$ cat config.mk
export PLATFORM = sky130hd
export DESIGN_NAME = ps2_rx_fifo
export DESIGN_NICKNAME = d
export VERILOG_FILES = /design/src/rtl/ps2_rx_fifo.sv
export SDC_FILE = /design/constraint.sdc
export NUM_CORES = 1
export LEC_CHECK = 0
export CORE_AREA = 3 3 103 105
export CTS_CLUSTER_SIZE = 30
export DETAILED_ROUTE_END_ITERATION = 8
export DIE_AREA = 0 0 106 108
export PLACE_DENSITY = 0.73
export SLEW_MARGIN = 0
export SYNTH_ARGS = -nofsm -noshare
export SYNTH_HDL_FRONTEND = slang
export SYNTH_SLANG_ARGS = --single-unit
export TNS_END_PERCENT = 5
$ cat constraint.sdc
create_clock -name clk_in -period 2.52 [get_ports clk_in]
set_input_delay 0.252 -clock clk_in [delete_from_list [all_inputs] [get_ports clk_in]]
set_output_delay 0.252 -clock clk_in [all_outputs]
set_load 0.05 [all_outputs]
$ cat src/rtl/ps2_rx_fifo.sv
// PS/2 device-to-host receiver: synchronised, glitch-filtered frame capture with
// parity/stop/timeout checking, feeding a first-word-fall-through scan-code FIFO.
module ps2_rx_fifo #(
    parameter int SYNC_STAGES    = 2,
    parameter int FILTER_CYCLES  = 4,
    parameter int TIMEOUT_CYCLES = 20000,
    parameter int FIFO_DEPTH     = 8
) (
    input  logic                              clk_in,
    input  logic                              rst_in,
    input  logic                              ps2_clk_in,
    input  logic                              ps2_data_in,
    output logic [7:0]                        code_out,
    output logic                              valid_out,
    input  logic                              ready_in,
    output logic                              parity_err_out,
    output logic                              frame_err_out,
    output logic                              overflow_out,
    output logic [$clog2(FIFO_DEPTH+1)-1:0]   count_out,
    output logic [1:0]                        state_out
);

    localparam int AW = $clog2(FIFO_DEPTH);
    localparam int CW = $clog2(FIFO_DEPTH + 1);
    localparam int FW = $clog2(FILTER_CYCLES + 1);
    localparam int TW = $clog2(TIMEOUT_CYCLES + 1);

    typedef enum logic [1:0] {
        IDLE   = 2'd0,
        DATA   = 2'd1,
        PARITY = 2'd2,
        STOP   = 2'd3
    } state_t;

    // ------------------------------------------------------------------
    // Input conditioning
    // ------------------------------------------------------------------
    logic [SYNC_STAGES-1:0] clk_sync;
    logic [SYNC_STAGES-1:0] data_sync;
    logic                   sync_clk;
    logic                   sync_data;
    logic                   filt_clk;
    logic                   filt_prev;
    logic [FW-1:0]          filt_cnt;
    logic                   fall_edge;

    always_ff @(posedge clk_in) begin
        if (!rst_in) begin
            clk_sync  <= '1;
            data_sync <= '1;
        end else begin
            clk_sync  <= {clk_sync[SYNC_STAGES-2:0], ps2_clk_in};
            data_sync <= {data_sync[SYNC_STAGES-2:0], ps2_data_in};
        end
    end

    assign sync_clk  = clk_sync[SYNC_STAGES-1];
    assign sync_data = data_sync[SYNC_STAGES-1];

    // Level flips only after FILTER_CYCLES consecutive disagreeing samples.
    always_ff @(posedge clk_in) begin
        if (!rst_in) begin
            filt_clk  <= 1'b1;
            filt_prev <= 1'b1;
            filt_cnt  <= '0;
        end else begin
            filt_prev <= filt_clk;
            if (sync_clk != filt_clk) begin
                if (filt_cnt == FW'(FILTER_CYCLES - 1)) begin
                    filt_clk <= sync_clk;
                    filt_cnt <= '0;
                end else begin
                    filt_cnt <= filt_cnt + FW'(1);
                end
            end else begin
                filt_cnt <= '0;
            end
        end
    end

    assign fall_edge = filt_prev & ~filt_clk;

    // ------------------------------------------------------------------
    // Frame FSM
    // ------------------------------------------------------------------
    state_t        state_q;
    state_t        state_d;
    logic [2:0]    bit_cnt;
    logic [7:0]    shift_q;
    logic          parity_q;
    logic [TW-1:0] to_cnt;
    logic          timed_out;
    logic          bit_clr;
    logic          shift_en;
    logic          parity_cap;
    logic          frame_err_d;
    logic          parity_err_d;
    logic          push_set;
    logic          push_req;

    assign timed_out = (state_q != IDLE) && (to_cnt == TW'(TIMEOUT_CYCLES));

    always_ff @(posedge clk_in) begin
        if (!rst_in) begin
            state_q <= IDLE;
        end else begin
            state_q <= state_d;
        end
    end

    always_comb begin
        state_d      = state_q;
        bit_clr      = 1'b0;
        shift_en     = 1'b0;
        parity_cap   = 1'b0;
        frame_err_d  = 1'b0;
        parity_err_d = 1'b0;
        push_set     = 1'b0;
        if (timed_out) begin
            state_d     = IDLE;
            frame_err_d = 1'b1;
        end else begin
            case (state_q)
                IDLE: begin
                    if (fall_edge && !sync_data) begin
                        state_d = DATA;
                        bit_clr = 1'b1;
                    end
                end
                DATA: begin
                    if (fall_edge) begin
                        shift_en = 1'b1;
                        if (bit_cnt == 3'd7) begin
                            state_d = PARITY;
                        end
                    end
                end
                PARITY: begin
                    if (fall_edge) begin
                        parity_cap = 1'b1;
                        state_d    = STOP;
                    end
                end
                STOP: begin
                    if (fall_edge) begin
                        state_d = IDLE;
                        if (!sync_data) begin
                            frame_err_d = 1'b1;
                        end else if (~^{shift_q, parity_q}) begin
                            parity_err_d = 1'b1;
                        end else begin
                            push_set = 1'b1;
                        end
                    end
                end
                default: state_d = IDLE;
            endcase
        end
    end

    always_ff @(posedge clk_in) begin
        if (!rst_in) begin
            bit_cnt        <= '0;
            shift_q        <= '0;
            parity_q       <= 1'b0;
            to_cnt         <= '0;
            frame_err_out  <= 1'b0;
            parity_err_out <= 1'b0;
            push_req       <= 1'b0;
        end else begin
            if (bit_clr) begin
                bit_cnt <= '0;
            end else if (shift_en) begin
                bit_cnt <= bit_cnt + 3'd1;
            end
            if (shift_en) begin
                shift_q <= {sync_data, shift_q[7:1]};
            end
            if (parity_cap) begin
                parity_q <= sync_data;
            end
            // Counter only runs while a frame is in flight.
            if (state_d == IDLE || fall_edge) begin
                to_cnt <= '0;
            end else begin
                to_cnt <= to_cnt + TW'(1);
            end
            frame_err_out  <= frame_err_d;
            parity_err_out <= parity_err_d;
            push_req       <= push_set;
        end
    end

    assign state_out = state_q;

    // ------------------------------------------------------------------
    // FWFT FIFO. Handshake: code_out is valid while valid_out is high and is
    // consumed on any cycle where valid_out && ready_in; valid_out never
    // depends on ready_in.
    // ------------------------------------------------------------------
    logic [7:0]    mem [FIFO_DEPTH];
    logic [AW-1:0] wr_ptr;
    logic [AW-1:0] rd_ptr;
    logic [CW-1:0] count_q;
    logic [7:0]    last_code;
    logic          full;
    logic          do_push;
    logic          do_pop;

    assign full      = (count_q == CW'(FIFO_DEPTH));
    assign valid_out = (count_q != '0);
    assign do_pop    = valid_out && ready_in;
    // A simultaneous pop frees the slot, so a push into a full FIFO is legal then.
    assign do_push      = push_req && (!full || do_pop);
    assign overflow_out = push_req && full && !do_pop;

    always_ff @(posedge clk_in) begin
        if (do_push) begin
            mem[wr_ptr] <= shift_q;
        end
    end

    always_ff @(posedge clk_in) begin
        if (!rst_in) begin
            wr_ptr    <= '0;
            rd_ptr    <= '0;
            count_q   <= '0;
            last_code <= '0;
        end else begin
            if (do_push) begin
                wr_ptr <= wr_ptr + AW'(1);
            end
            if (do_pop) begin
                rd_ptr    <= rd_ptr + AW'(1);
                last_code <= mem[rd_ptr];
            end
            case ({do_push, do_pop})
                2'b10:   count_q <= count_q + CW'(1);
                2'b01:   count_q <= count_q - CW'(1);
                default: count_q <= count_q;
            endcase
        end
    end

    // When empty, keep showing the most recently consumed code.
    assign code_out  = valid_out ? mem[rd_ptr] : last_code;
    assign count_out = count_q;

endmodule

==> impl_results.md, run 1 <==
* Crit path capture: code_out[1]
* Final-layout fill cell count at slightly above 700
* Register area share after synthesis at between 60 and 70%
* Cell Pwr Density at between 700 and 800 nW/um^2
* EDFF count, synth at between 60 and 70
* Seq. cell area at roughly 3200 um^2
* Status: complete, no violations
* Clk_skew at about 0.0058 ns
* Total grt overflow at 0
* First-pass GRT wire length at 14,900 um
* Hold Crit Class: in -> reg
* Die extent in y at ~110 um
* Inserted Diodes at 0
* Initial antenna violation count at 0
* CTS buffer count at 17
* Total die area at approximately 11,000 um^2
* Largest net degree at the start of global routing at 29
* Die width at 106 um
* WL final at 8932 um
* Drt first pass iters at 5
* VDD IR-drop max at just under 0.5 mV
* Origin of the critical flop-to-flop path: count_out[0]
* Tcrit/Tclk final at a little under 100%
* Worst r2r dst: count_out[3]
* Cell Rows at 36
* Clk root buf: clkbuf_8
* Starting Density at a little over half
* Area grow syn2layout at 22.57%
* Fin crit period at roughly 2.4 ns
* Placed cell count at ~550
* Max Clock Freq at between 400 and 500 MHz
* Post-CTS Setup Bufs at 0
* Yosys warns at 0
* Io pins at 23
* CP arrival at roughly 2.2 ns
* FFs w/ async S/R, synth at 0%
* Commonest non-fill, non-tap cell in the layout: edfxtp_1
* R2R Setup Slk at ~0.19 ns
* Slew @ Worst Pin at roughly 0.80 ns
* Most frequent cells in the layout: 64 x edfxtp_1, 58 x dfxtp_1, 40 x nor2_1, 23 x buf_4, 18 x xnor2_1
* CTS tree: built
* Slowest library cell on the worst path: mux4_2
* Final setup viols at 0
* Headroom to the max-slew limit at 46.89%
* CTS clk-pin slew, worst paths at around 0.06 ns
* Routability Congestion at between 0.7 and 0.8
* Non-Filler Instances at 580
* Vias in the first global route at approximately 3,000
* Post-DR wirelength/cell at 15.40 um
* R2R cell count at 8
* Worst EP required at between 2 and 2.5 ns
* Cell Chain, Critical Path: buf_12 > mux4_2 > mux2i_2 > a21oi_4 > buf_4
* Drt drc at 0
* Max-slew violation count at 0
* Clock latency on the worst-skew pair at about 0.52 ns
* CP max FO at 16
* Class of the most critical setup path: reg -> out
* Post-synthesis cell count at between 300 and 400
* CTS H-Tree Depth at 4
* Placement Cell Area at between 5000 and 6000 um^2
* Critical Path End Type: output pin
* Startpoint Class: flop
* Layout cell share with drive strength beyond 1 at 22.37%
* Final instance area at 6366 um^2
* CTS max path bufs at 2
* Post-Syn Area at about 5200 um^2
* GRT Overall Usage at 17.10%
* Maxcap violations at 0
* Final Hold Slack at roughly 0.3 ns
* Main synth FF type: edfxtp_1
* Sink Count at about 130
* Number of I/O port buffers at 22
* Vias at a little over 3,000
* Post-DR vias/cell at ~5.3
* Fin. Hold Viols at 0
* Final nets at between 400 and 500
* Crit-path max cell delay at roughly 0.56 ns
* Drt initial violations at about 170
* Leakage power at about 0.0022 uW
* Net count after synthesis at 410
* Unique masters post-synth at 44
* Detailed Place HPWL at ~5800 um
* Area of the multi-input gates at around 2100 um^2
* Syn_area_per_cell at 13.22 um^2
* Post-route ant nets at 0
* Core footprint at 9729 um^2
* Yosys reg bits at around 130
## where the power goes
group | total, uW | internal (uW) | switching (uW)
Clock | 2410 | 1530 | 880
Sequential | 2140 | 2140 | 1.89
Combinational | 24.9 | 13.0 | 11.9
## cells in the mapped netlist, drive strengths merged (2+ instances only)
| cell | count | area [um^2] |
|---|---|---|
| o41ai | 2 | 36.29 |
| a21boi | 3 | 22.52 |
| and2 | 5 | 31.28 |
| nor4 | 4 | 40.04 |
| nand4 | 4 | 25.02 |
| mux4 | 16 | 360.4 |
| edfxtp | 64 | 1922 |
| clkbuf | 8 | 30.03 |
| inv | 13 | 48.80 |
| nor3 | 8 | 40.04 |
| buf | 7 | 43.79 |
| nand3b | 4 | 30.03 |
| nand3 | 5 | 25.02 |
| mux2i | 23 | 230.2 |
| nor2b | 13 | 81.33 |
| nor2 | 40 | 150.1 |
| ha | 11 | 137.6 |
| dfxtp | 62 | 1241 |
| nand2b | 11 | 68.82 |
| xnor2 | 18 | 157.7 |
| nand2 | 12 | 45.04 |
| nor3b | 2 | 15.01 |
| or3 | 2 | 12.51 |
| o21ai | 13 | 65.06 |
| a21oi | 20 | 100.1 |
| or2 | 3 | 18.77 |
| xor2 | 8 | 70.07 |
## through the flow
step                      total power [uW]    TNS, ns  setup WS (ns)  util [%]
final                                 4574          0        0.07389     65.43
after CTS                             4629          0       0.002411     64.79
after detailed placement              2208          0         0.1514     58.50
after global routing                  4715  -0.006344      -0.006344     65.43
after global placement                2207          0         0.1968     58.50
after floorplan                       2196   -0.08814       -0.01102         -
## flip-flops by register name, summed over array words and instances, names as in the netlist, 3 cells and up, named ones only
register and flops:
rd_ptr 3, to_cnt 15, filt_cnt 3, wr_ptr 3, bit_cnt 3, last_code 8
mem 64, count_out 4, shift_q 8
## worst max-delay path, delay by kind of cell, from the launching register on
family | cells | cell delay (ns)
AOI/OAI and AO/OA | 1 | 0.09
buffers and inverters | 2 | 0.39
DFF | 1 | 0.35
muxes | 2 | 0.85
## how the worst min path moves through the flow
stage            startpoint           end  slack [ns]  cells after the start
2_1_floorplan    ps2_clk_in   clk_sync[0]        0.35                      1
3_3_place_gp   data_sync[0]  data_sync[1]        0.39                      1
3_5_place_dp   data_sync[0]  data_sync[1]        0.39                      1
4_1_cts          ps2_clk_in   clk_sync[0]        0.27                      2
5_1_grt          ps2_clk_in   clk_sync[0]        0.29                      2
6_report         ps2_clk_in   clk_sync[0]        0.29                      2
## final cells by class
cell class	count	share of cell area (%)
tap	133	2.614
multi-input combinational	239	32.45
clock inverter	14	2.634
inverter	13	0.7665
sequential	126	49.76
clock buffer	18	6.722
timing repair buffer	37	5.051
## cell families (layout without fill, tap and decap cells)
| logic type | count (synthesis) | in the layout | share of synthesized area [%] |
|---|---|---|---|
| flops | 126 | 126 | 60.90 |
| compound gates | 43 | 43 | 5.132 |
| buf+inv | 28 | 82 | 2.361 |
| xor+xnor | 27 | 27 | 4.818 |
| fa+ha+maj | 12 | 12 | 3.035 |
| mux | 39 | 39 | 11.37 |
| simple gates | 118 | 118 | 12.38 |
## routing by layer
metal,track usage (%),vias up,wire length [um]
li1,-,1504,-
met1,21.21,1519,3902
met2,28.28,44,4645
met3,5.134,11,272
met4,6.938,0,112
met5,0,-,0
## what timing repair did
item	CTS	global route
hold buffers	0	0
endpoints found under the setup margin	9	8
resized for setup	6	11
Note: power is estimated with default switching activity, not from simulation.
==> inputs of run 2 (changes only) <==
--- a/config.mk
+++ b/config.mk
@@ -9,7 +9,7 @@
 export CTS_CLUSTER_SIZE = 30
 export DETAILED_ROUTE_END_ITERATION = 8
 export DIE_AREA = 0 0 106 108
-export PLACE_DENSITY = 0.73
+export PLACE_DENSITY_LB_ADDON = 0.12
 export SLEW_MARGIN = 0
 export SYNTH_ARGS = -nofsm -noshare
 export SYNTH_HDL_FRONTEND = slang
==> impl_results.md, run 2 (synthesis gave the netlist of run 1 again) <==
* Clk_skew at 0.009424 ns (+0.003656 ns)
* Drt first pass iters at 4 (-1)
* Area grow syn2layout at 21.78%
* Leakage power at 0.002214 uW (about the same)
* Max Clock Freq at 414.1 MHz (+1.3%)
* Worst r2r dst: count_out[3]
* Headroom to the max-slew limit at 58.25% (+11 points)
* First-pass GRT wire length at 14,730 um (-1.1%)
* Vias in the first global route at 3,005 (-0.17%)
* Detailed Place HPWL at 5775 um (-0.63%)
* Maxcap violations at 0 (unchanged)
* Layout cell share with drive strength beyond 1 at 21.75% (-0.62 points)
* Die width at 106 um (unchanged)
* RSZ-0062 raised after global routing: true
* CP max FO at 16 (unchanged)
* Sink Count at 126 (unchanged)
* Drt initial violations at 156 (-6.6%)
* Io pins at 23 (unchanged)
* Initial antenna violation count at 0 (unchanged)
* Routability Congestion at 0.7547 (+3.1%)
* Largest net degree at the start of global routing at 28 (-3.4%)
* R2R cell count at 8 (unchanged)
* Die extent in y at 108 um (unchanged)
* Fin. Hold Viols at 0 (unchanged)
* Post-DR wirelength/cell at 14.56 um (-5.5%)
* CTS H-Tree Depth at 4 (unchanged)
* CTS tree: built
* Starting Density at 53.38% (unchanged)
* Class of the most critical setup path: reg -> out
* GRT Overall Usage at 16.55% (-0.54 points)
* Inserted Diodes at 0 (unchanged)
* Hold Crit Class: in -> reg
* Clk root buf: clkbuf_8
* Final-layout fill cell count at 773 (+8.7%)
* CTS clk-pin slew, worst paths at 0.06 ns (about the same)
* Total die area at 11,450 um^2 (unchanged)
* Total grt overflow at 0 (unchanged)
* Cell Rows at 36 (unchanged)
* Largest register FFs at 64 (unchanged)
* Hold Crit Start: ps2_clk_in
* Final WS setup at 0.1050 ns (+0.03108 ns)
* Number of I/O port buffers at 22 (unchanged)
* CP arrival at 2.16 ns (-0.03 ns)
* WL final at 8429 um (-5.6%)
* Area of the multi-input gates at 2029 um^2 (-1.8%)
* Post-CTS Setup Bufs at 0 (unchanged)
* Placed cell count at 547 (-0.18%)
* Slew @ Worst Pin at 0.6254 ns (-0.1701 ns)
* Critical Path End Type: output pin
* Final nets at 450 (-0.22%)
* Max-slew violation count at 0 (unchanged)
* Post-route ant nets at 0 (unchanged)
* CTS max path bufs at 2 (unchanged)
* Crit path capture: code_out[7]
* Drt drc at 0 (unchanged)
* Final setup viols at 0 (unchanged)
* Largest regs: mem (64), to_cnt (15)
* Biggest register: mem
* Post-DR vias/cell at 5.169 (-2.6%)
* Seq. cell area at 3168 um^2 (unchanged)
* Status: complete, no violations
* Fin crit period at 2.415 ns (-0.03108 ns)
* Commonest non-fill, non-tap cell in the layout: edfxtp_1
* Origin of the critical flop-to-flop path: count_out[0]
* Clock latency on the worst-skew pair at 0.50 ns (-0.02 ns)
* Worst EP required at 2.27 ns (about the same)
* Tcrit/Tclk final at 95.83% (-1.2 points)
* Startpoint Class: flop
* Non-Filler Instances at 579 (-0.17%)
* DP Worst Slack at 0.1012 ns (-0.05019 ns)
* Most frequent cells in the layout: 64 x edfxtp_1, 58 x dfxtp_1, 40 x nor2_1, 22 x buf_4, 19 x clkbuf_16
* CTS buffer count at 17 (unchanged)
* Core footprint at 9729 um^2 (unchanged)
* VDD IR-drop max at 0.5932 mV (+21%)
* R2R Setup Slk at 0.21 ns (+0.02 ns)
* Vias at 2,993 (-2.8%)
* Cell Pwr Density at 723.6 nW/um^2 (+0.71%)
run 2: cell count changes in the layout (fill, tap and decap cells not counted), sizes merged:
cell / delta
clkinv: -3
buf: -1
clkbuf: +5
clkinvlp: -1
bufinv: -1
run 2: stage by stage:
stage / area, um^2 / hold slack, ns / util (%) / setup TNS, ns / total power [uW]
final: 6325 / 0.3102 / 65.01 / 0 / 4577
after global routing: 6325 / 0.3023 / 65.01 / -0.01521 / 4726
after CTS: 6292 / 0.2868 / 64.67 / 0 / 4630
after detailed placement: 5684 / 0.3953 / 58.42 / 0 / 2208
after global placement: 5684 / 0.3903 / 58.42 / 0 / 2207
after floorplan: 5299 / 0.3535 / - / -0.08814 / 2196
run 2: power breakdown:
| part | internal, uW | switching (uW) | total [uW] |
|---|---|---|---|
| clock | 1580 | 833 | 2410 |
| sequential | 2140 | 1.86 | 2140 |
| combinational | 13.0 | 12.0 | 25.1 |
run 2: cell type report:
cell class / count / share of cell area [%]
clock buffers: 23 / 7.913
inverters: 13 / 0.7715
well taps: 133 / 2.631
multi-input cells: 239 / 32.09
flip-flops and latches: 126 / 50.09
clock inverters: 9 / 1.622
repair buffers: 36 / 4.886
run 2: critical path, stage by stage (launching register included):
cell and delay (ns):
dfxtp_1 0.34, buf_8 0.21, mux4_2 0.53, mux2i_1 0.28
a21oi_4 0.09, buf_4 0.20
run 2: how the worst min path moves through the flow:
stage / end / cells past startpoint
3_3_place_gp: data_sync[1] / 1
2_1_floorplan: clk_sync[0] / 1
6_report: clk_sync[0] / 2
3_5_place_dp: data_sync[1] / 1
4_1_cts: clk_sync[0] / 2
5_1_grt: clk_sync[0] / 2
run 2: timing repair:
action / in CTS / in global routing
resized for setup: 3 / 9
endpoints found under the hold margin: 0 / 0
endpoints found under the setup margin: 9 / 9
hold buffers: 0 / 0
run 2: per-layer routing:
metal  global-route usage (%)  routed length (um)
met1                    20.98                3957
met2                    27.37                4122
met3                    4.537                 212
met4                    6.383                 136
met5                        0                   0
